### src/rtl/interrupt_controller_pkg.sv
// interrupt_controller_pkg: constants shared with the CPU interrupt vector logic
package interrupt_controller_pkg;
  localparam int N_INTS = 256;
  localparam int INT_ID_W = 8;
  typedef logic [INT_ID_W-1:0] int_id_t;
endpackage

### src/rtl/interrupt_controller_if.sv
// interrupt_controller_if: request lines, enable and registered result bundle
interface interrupt_controller_if
  import interrupt_controller_pkg::*;
#(
  parameter int N_INTS = interrupt_controller_pkg::N_INTS,
  parameter int ID_W = INT_ID_W
);
  logic [N_INTS-1:0] ints;
  logic enable;
  logic available;
  logic [ID_W-1:0] dev_id;
  modport master (output ints, output enable, input available, input dev_id);
  modport slave (input ints, input enable, output available, output dev_id);
endinterface

### src/rtl/ic_prio_enc.sv
// ic_prio_enc: log-depth MSB priority encoder; upper half wins when it has any bit set
module ic_prio_enc #(
  parameter int W = 256
) (
  input  logic [W-1:0]         i_in,
  output logic                 o_any,
  output logic [$clog2(W)-1:0] o_idx
);
  if (W == 2) begin : g_leaf2
    assign o_any = |i_in;
    assign o_idx = i_in[1];
  end else if (W == 4) begin : g_leaf4
    assign o_any = |i_in;
    assign o_idx = i_in[3] ? 2'd3 : i_in[2] ? 2'd2 : i_in[1] ? 2'd1 : 2'd0;
  end else begin : g_tree
    localparam int H = W / 2;
    logic                 w_lo_any, w_hi_any;
    logic [$clog2(H)-1:0] w_lo_idx, w_hi_idx;
    ic_prio_enc #(.W(H)) u_lo (.i_in(i_in[H-1:0]), .o_any(w_lo_any), .o_idx(w_lo_idx));
    ic_prio_enc #(.W(H)) u_hi (.i_in(i_in[W-1:H]), .o_any(w_hi_any), .o_idx(w_hi_idx));
    assign o_any = w_lo_any | w_hi_any;
    assign o_idx = w_hi_any ? {1'b1, w_hi_idx} : {1'b0, w_lo_idx};
  end
endmodule

### src/rtl/interrupt_controller.sv
// interrupt_controller: fixed-priority (highest index wins) encoder with enable-gated output register
module interrupt_controller
  import interrupt_controller_pkg::*;
#(
  parameter int N_INTS = interrupt_controller_pkg::N_INTS,
  parameter int ID_W = INT_ID_W
) (
  input logic clk,
  input logic rst,
  interrupt_controller_if.slave bus
);
  logic            w_any;
  logic [ID_W-1:0] w_idx;
  logic            r_available = 1'b0;
  logic [ID_W-1:0] r_dev_id = '0;
  ic_prio_enc #(.W(N_INTS)) u_enc (.i_in(bus.ints), .o_any(w_any), .o_idx(w_idx));
  // enable low freezes the last captured result; reset overrides enable
  always_ff @(posedge clk) begin
    if (rst) begin
      r_available <= 1'b0;
      r_dev_id <= '0;
    end else if (bus.enable) begin
      r_available <= w_any;
      r_dev_id <= w_idx;
    end
  end
  assign bus.available = r_available;
  assign bus.dev_id = r_dev_id;
endmodule

### src/flat_wrapper.sv
// flat-port wrapper written by rule: the top's interface ports become plain ports
module interrupt_controller_flat import interrupt_controller_pkg::*;
#(
  parameter int N_INTS = interrupt_controller_pkg::N_INTS,
  parameter int ID_W = INT_ID_W
)
  (clk, rst, bus_ints, bus_enable, bus_available, bus_dev_id);
  interrupt_controller_if #(.N_INTS(N_INTS), .ID_W(ID_W)) bus_i ();
  input logic clk;
  input logic rst;
  input wire logic [$bits(bus_i.ints)-1:0] bus_ints;
  input wire logic [$bits(bus_i.enable)-1:0] bus_enable;
  output wire logic [$bits(bus_i.available)-1:0] bus_available;
  output wire logic [$bits(bus_i.dev_id)-1:0] bus_dev_id;
  assign bus_i.ints = bus_ints;
  assign bus_i.enable = bus_enable;
  assign bus_available = bus_i.available;
  assign bus_dev_id = bus_i.dev_id;
  interrupt_controller #(.N_INTS(N_INTS), .ID_W(ID_W)) u_core (.clk(clk), .rst(rst), .bus(bus_i));
endmodule
### config.mk
export PLATFORM = sky130hd
export DESIGN_NAME = interrupt_controller_flat
export DESIGN_NICKNAME = d
export VERILOG_FILES = /design/src/rtl/interrupt_controller_pkg.sv /design/src/rtl/interrupt_controller_if.sv /design/src/rtl/ic_prio_enc.sv /design/src/rtl/interrupt_controller.sv /design/src/flat_wrapper.sv
export SDC_FILE = /design/constraint.sdc
export NUM_CORES = 1
export LEC_CHECK = 0
export ABC_AREA = 0
export BUFFER_PORTS_ARGS = -buffer_cell sky130_fd_sc_hd__buf_2
export CORE_AREA = 3 3 103 105
export CTS_BUF_LIST = sky130_fd_sc_hd__clkbuf_8
export DETAILED_ROUTE_END_ITERATION = 8
export DIE_AREA = 0 0 106 108
export PLACE_DENSITY_LB_ADDON = 0.3
export SKIP_LAST_GASP = 1
export SYNTH_ARGS = -nofsm -noshare
export SYNTH_HDL_FRONTEND = slang
export SYNTH_SLANG_ARGS = --single-unit
### constraint.sdc
create_clock -name clk -period 5.9 [get_ports clk]
set_input_delay 1.18 -clock clk [delete_from_list [all_inputs] [get_ports clk]]
set_output_delay 1.18 -clock clk [all_outputs]
set_load 0.05 [all_outputs]
-- Yosys cells after proc, flatten, opt, wreduce, memory -nomap -nowiden
Index checks and enable logic that the tools add are counted.
- mux-type cells: 255
- bitwise logic cells: 63
- reductions and logical operators: 64
- operators with widths (cell ; number):
    2-bit two-way mux ; 128
    4-bit OR reduction ; 64
    3-bit two-way mux ; 32
    1-bit two-way mux ; 64
    4-bit two-way mux ; 16
    1-bit OR ; 63
    5-bit two-way mux ; 8
    6-bit two-way mux ; 4
    7-bit two-way mux ; 2
    8-bit two-way mux ; 1
- register bits: 9
- bits of input ports: 259
- output and inout bits: 9
- word-level logic and storage cells: 384

-- Depth between registers and ports, before layout
- word-level depth: 9
- gate-level depth with buffers: 8
- depth with buffers taken out: 7

-- Hierarchy
From an unflattened synthesis, not the netlist that was laid out.
- cell total of the unflattened synthesis: 597
- area, all modules: 4873.4 µm²
- by module, submodules not included (module ; instances ; cells an instance ; area an instance (µm²) ; sequential area each (µm²)):
    ic_prio_enc (u_core.u_enc.g_tree.u_hi.g_tree.u_hi.g_tree.u_hi.g_tree.u_hi.g_tree.u_hi.g_tree.u_hi ...) ; 64 ; 4 ; 23.8 ; 0.0
    ic_prio_enc (u_core.u_enc.g_tree.u_hi.g_tree.u_hi.g_tree.u_hi.g_tree.u_hi.g_tree.u_hi ...) ; 32 ; 4 ; 36.3 ; 0.0
    ic_prio_enc (u_core.u_enc.g_tree.u_hi.g_tree.u_hi.g_tree.u_hi.g_tree.u_hi ...) ; 16 ; 5 ; 47.5 ; 0.0
    ic_prio_enc (u_core.u_enc.g_tree.u_hi.g_tree.u_hi.g_tree.u_hi ...) ; 8 ; 6 ; 58.8 ; 0.0
    interrupt_controller ; 1 ; 29 ; 319.1 ; 180.2
    ic_prio_enc (u_core.u_enc.g_tree.u_hi.g_tree.u_hi ...) ; 4 ; 7 ; 70.1 ; 0.0
    ic_prio_enc (u_core.u_enc.g_tree.u_hi ...) ; 2 ; 9 ; 115.1 ; 0.0
    ic_prio_enc (u_core.u_enc) ; 1 ; 10 ; 130.1 ; 0.0

-- Worst setup path before layout
Ideal clock, no wire load.
- path kind: input-to-reg
- start point: in bus_ints[89]
- end point: reg u_core.r_dev_id[1], in the netlist u_core.bus.dev_id[1]
- setup time: 0.087 ns
- arrival: 2.985 ns
- required time: 5.813 ns
- path slack: 2.828 ns
- stages on the path: 7
- path buffers: 0
- cells stage by stage: or4_1 -> nand4bb_4 -> or4_4 -> nor2_4 -> o21ai_1 -> a41o_1 -> o31ai_1
- cells in the longest elaborated chain, start to end: 7
- elaborated cells between the ends (all ways): 10
- classes of those cells: 5 x mux; 4 x bitwise; 1 x reduce/logical
- RTL lines (element ; line ; RTL):
    start, declared ; flat_wrapper.sv:11 ; input wire logic [$bits(bus_i.ints)-1:0] bus_ints;
    4-bit OR reduction * ; ic_prio_enc.sv:13 ; assign o_any = |i_in;
    1-bit OR * ; ic_prio_enc.sv:21 ; assign o_any = w_lo_any | w_hi_any;
    4-bit two-way mux / 1-bit OR (equally long branches) ; ic_prio_enc.sv:22, ic_prio_enc.sv:21 ;
    5-bit two-way mux / 1-bit OR (equally long branches) ; ic_prio_enc.sv:22, ic_prio_enc.sv:21 ;
    6-bit two-way mux / 1-bit OR (equally long branches) ; ic_prio_enc.sv:22, ic_prio_enc.sv:21 ;
    7-bit two-way mux * ; ic_prio_enc.sv:22 ; assign o_idx = w_hi_any ? {1'b1, w_hi_idx} : {1'b0, w_lo_idx};
    8-bit two-way mux * ; ic_prio_enc.sv:22 ;
    end signal, assigned ; interrupt_controller.sv:24 ; r_dev_id <= w_idx;
    end, declared ; interrupt_controller.sv:15 ; logic [ID_W-1:0] r_dev_id = '0;
Mark *: on every way between the ends. The rest lies on a longest branch, timed or not.
A chain may end at the register's enable or synchronous reset.

-- Worst setup path in the final report
- start point: in bus_ints[185]
- end point: reg u_core.r_dev_id[4], in the netlist u_core.bus.dev_id[4]
- cells in the longest elaborated chain, start to end: 7
- elaborated cells between the ends (all ways): 10
- classes of those cells: 4 x mux; 5 x bitwise; 1 x reduce/logical
- RTL lines (element ; line):
    4-bit OR reduction * ; ic_prio_enc.sv:13
    1-bit OR * (2 in a row) ; ic_prio_enc.sv:21
    5-bit two-way mux / 1-bit OR (equally long branches) ; ic_prio_enc.sv:22, ic_prio_enc.sv:21
    6-bit two-way mux / 1-bit OR (equally long branches) ; ic_prio_enc.sv:22, ic_prio_enc.sv:21
    7-bit two-way mux / 1-bit OR (equally long branches) ; ic_prio_enc.sv:22, ic_prio_enc.sv:21
    8-bit two-way mux * ; ic_prio_enc.sv:22
Marks and branches as above.

==> metrics list <==
- For this run, the detailed router's first-pass iteration total came to 4.
- I/O Pins: 268
- Counting every net in the synthesized netlist gives 781.
- The final layout contains routed wiring with a total length of 13.6 mm.
* Post-CTS Resized: 0
- Clock Skew: 0 ns
- Horizontal die dimension: 106 µm
* Library cell with the largest summed area after synthesis: sky130_fd_sc_hd__nor4_1
* Register area share after synthesis: 0.0565
- 0 antenna diodes ended up in the layout.
* Proportion of register bits with asynchronous set or reset after synthesis: 0
- Number of global-route vias before repair: 4,546
* Half-perimeter wire length after placement: 12.1 mm
* Setup Fix Bufs, Post-CTS: 0
- Mean area per synthesized cell: 6.11 µm²
- The share of synthesized area in the top cell type comes to 0.100.
* Main area contributors after synthesis: sky130_fd_sc_hd__nor4_1, sky130_fd_sc_hd__nor2_1, sky130_fd_sc_hd__a21oi_1, sky130_fd_sc_hd__nor2b_1, sky130_fd_sc_hd__o21ai_0
* Distinct cells, synth: 70
- Among all flip-flop cells after synthesis, the most frequent one is sky130_fd_sc_hd__dfxtp_1.
- Crit path max fanout: 6
* Share of layout cells above drive strength 1: 0.376
- Arrival time reported for the critical path endpoint: 3.67 ns
* Maximum frequency from static timing analysis: 0.285 GHz
* Number of enable flip-flop cells after synthesis: 0
- Dividing the detail-routed wire length by the instance count gives 14.7 µm.
* Net total in the final layout: 1,049
- After clock tree synthesis, the flow added hold-fix buffers numbering 0.
- Data required, critical path: 6.06 ns
- Final worst path period share: 0.595
- Setup repair after global routing left no endpoint under its margin.
- Headroom to the max-slew limit came out at 0.504.
- After technology mapping, the gate count stands at 522.
- The root buffer cell chosen for the clock tree is sky130_fd_sc_hd__clkbuf_8.
- Clock latency on the worst-skew pair, taken at its later pin, is 0.23 ns.
- Number of setup violations in the final report: 0
* Initial DRC Count: 257
- Element type at the critical path start: input port
- CTS built an H-tree with a depth of 1.
- Final period demand of the worst path: 3.51 ns
- The critical path is of the input port to flop type.
* Leakage power total: 2.05 nW
- Across all setup checks in the final design, the least slack found is 2.39 ns.
- The number of clock buffers added by TritonCTS is 3.
- Clock buffer depth: 2
- After synthesis the netlist holds a flip-flop and latch count of 9.
* Pin count of the biggest net entering global routing: 19
* Vias: 5,024
* Placeable core region: 0.00973 mm²
* Detailed-route DRC error count: 0
* Max IR drop VDD: 0.0468 mV
- At the end of routability-driven placement, the weighted congestion stood at 0.882.
- Final design utilization: 0.484
- Via/cell ratio: 5.45
* Warnings from Yosys: 0
- Final-report max-slew violation count: 0
- Die height: 108 µm
* Site row count: 36
* Global Route Usage Sum: 0.217
- In this run the power density over the cells is 79.5 mW/mm².
- Pre-CTS setup slack: 2.13 ns
- Synth Cell Area: 0.00319 mm²
- The first global-routing pass estimated 20.7 mm of wire.
- Adding up every negative setup slack in the final design gives 0 ns.
* Commonest cells post-synth: sky130_fd_sc_hd__nor2_1, sky130_fd_sc_hd__nor4_1, sky130_fd_sc_hd__a21oi_1
- TritonCTS clock tree: done
- The initial antenna violation count came to 0.
- Total die area: 0.0114 mm²
- For this configuration, the core starts out at a cell density of 0.328.
- Area growth from synthesis to final layout: 47.6%
- The run finished with clean final reports.
* Count of fill cells added during filler insertion: 1,043
- The final count of hold timing violations came to 0.
- Clock-pin slew was measured on the worst setup and hold paths at 0.05 ns.
* IO buf count: 267
* Number of clock sinks seen by CTS: 9
- GR Overflow Total: 0
- In the post-synthesis netlist, the cell with the most instances is sky130_fd_sc_hd__nor2_1.
- Number of nets with antenna violations after detailed routing: 0
* Class of the tightest hold or removal check: flop to flop
- Number of maximum-capacitance constraint violations: 0
* Transition time at the pin with the least slew margin: 0.738 ns
- Kind of capture point of the worst setup path: flop
## state kept, by name, indices dropped and copies added (netlist names)
name / cells
u_core.bus.available: 1
u_core.bus.dev_id: 8
## final cells by class
| class | instances | area, µm² | area share |
|---|---|---|---|
| Inverter | 35 | 131 | 0.0279 |
| Multi-Input combinational cell | 474 | 2850 | 0.605 |
| Sequential cell | 9 | 180 | 0.0383 |
| Clock inverter | 1 | 3.75 | 0.000798 |
| Tap cell | 133 | 166 | 0.0354 |
| Clock buffer | 3 | 41.3 | 0.00878 |
| Timing Repair Buffer | 267 | 1340 | 0.284 |
## power by group
part           internal, W  leakage (nW)   total, W  switching (W)
Combinational     0.000107          1.94   0.000233       0.000127
Sequential       0.0000655        0.0754  0.0000683     0.00000276
Clock            0.0000455        0.0269  0.0000724      0.0000269
Total             0.000218          2.05   0.000374       0.000156
## cells by family (layout without fill, tap and decap cells)
logic type / count (synthesis) / after routing / synth area share
compound gates: 181 / 181 / 0.368
buf+inv: 39 / 306 / 0.0510
flops: 9 / 9 / 0.0565
mux: 2 / 2 / 0.00628
simple gates: 291 / 291 / 0.518
## final timing paths
kind | start | slack [ns] | depth (start not counted) | endpoint
setup / recovery | bus_ints[185] | 2.39 | 8 | u_core.bus.dev_id[4]$_SDFFE_PP0P_
hold / removal | u_core.bus.dev_id[6]$_SDFFE_PP0P_ | 0.49 | 2 | u_core.bus.dev_id[6]$_SDFFE_PP0P_
setup reg to reg | u_core.bus.dev_id[1]$_SDFFE_PP0P_ | 5.05 | 3 | u_core.bus.dev_id[1]$_SDFFE_PP0P_
hold reg to reg | u_core.bus.dev_id[6]$_SDFFE_PP0P_ | 0.49 | 2 | u_core.bus.dev_id[6]$_SDFFE_PP0P_
## cells in the final DEF (no fill, tap or decap), types with 3 or more instances in the layout
master / synthesis / final
sky130_fd_sc_hd__buf_2: 0 / 267
sky130_fd_sc_hd__dfxtp_1: 9 / 9
sky130_fd_sc_hd__nand4_1: 13 / 13
sky130_fd_sc_hd__nor3_1: 30 / 30
sky130_fd_sc_hd__o211ai_1: 6 / 6
sky130_fd_sc_hd__o21ai_0: 39 / 39
sky130_fd_sc_hd__nand3_1: 7 / 7
sky130_fd_sc_hd__nor2_1: 80 / 80
sky130_fd_sc_hd__o31a_1: 4 / 4
sky130_fd_sc_hd__o21bai_1: 6 / 6
sky130_fd_sc_hd__o21ai_1: 3 / 3
sky130_fd_sc_hd__a2111oi_0: 3 / 3
sky130_fd_sc_hd__nor2b_1: 34 / 34
sky130_fd_sc_hd__o31ai_1: 17 / 17
sky130_fd_sc_hd__o41ai_1: 4 / 4
sky130_fd_sc_hd__a211oi_1: 5 / 5
sky130_fd_sc_hd__inv_1: 35 / 36
sky130_fd_sc_hd__a31oi_1: 14 / 14
sky130_fd_sc_hd__or4_1: 13 / 13
sky130_fd_sc_hd__nand2_1: 22 / 22
sky130_fd_sc_hd__and2_1: 5 / 5
sky130_fd_sc_hd__a21oi_1: 50 / 50
sky130_fd_sc_hd__a221oi_1: 3 / 3
sky130_fd_sc_hd__clkbuf_8: 1 / 3
sky130_fd_sc_hd__nor4_1: 51 / 51
sky130_fd_sc_hd__nand2b_1: 5 / 5
sky130_fd_sc_hd__o311ai_0: 3 / 3
## routing by layer
metal	share of wire	GRT usage	vias up
li1	-	-	2606
met5	0	0	-
met3	0.078	0.0370	8
met1	0.42	0.265	2213
met2	0.49	0.406	197
met4	0.0057	0.0333	0
## worst max-delay path, stage by stage
cell and delay, ns:
sky130_fd_sc_hd__buf_2 0.10, sky130_fd_sc_hd__nor4_1 0.53, sky130_fd_sc_hd__nand4_1 0.38, sky130_fd_sc_hd__nor4_2 0.68, sky130_fd_sc_hd__nor4_1 0.11, sky130_fd_sc_hd__o311ai_1 0.35, sky130_fd_sc_hd__o21ai_1 0.13, sky130_fd_sc_hd__a211oi_2 0.20
## through the flow
step	cell area [µm²]	hold WS (ns)	total power [W]	instances
after floorplan	3190	0.693	0.000160	522
after global placement	4660	0.463	0.000301	918
after detailed placement	4660	0.474	0.000301	918
after CTS	4700	0.483	0.000375	922
after global routing	4700	0.495	0.000404	922
final	4700	0.485	0.000374	922
No activity file was read; power rests on OpenSTA's default activity.
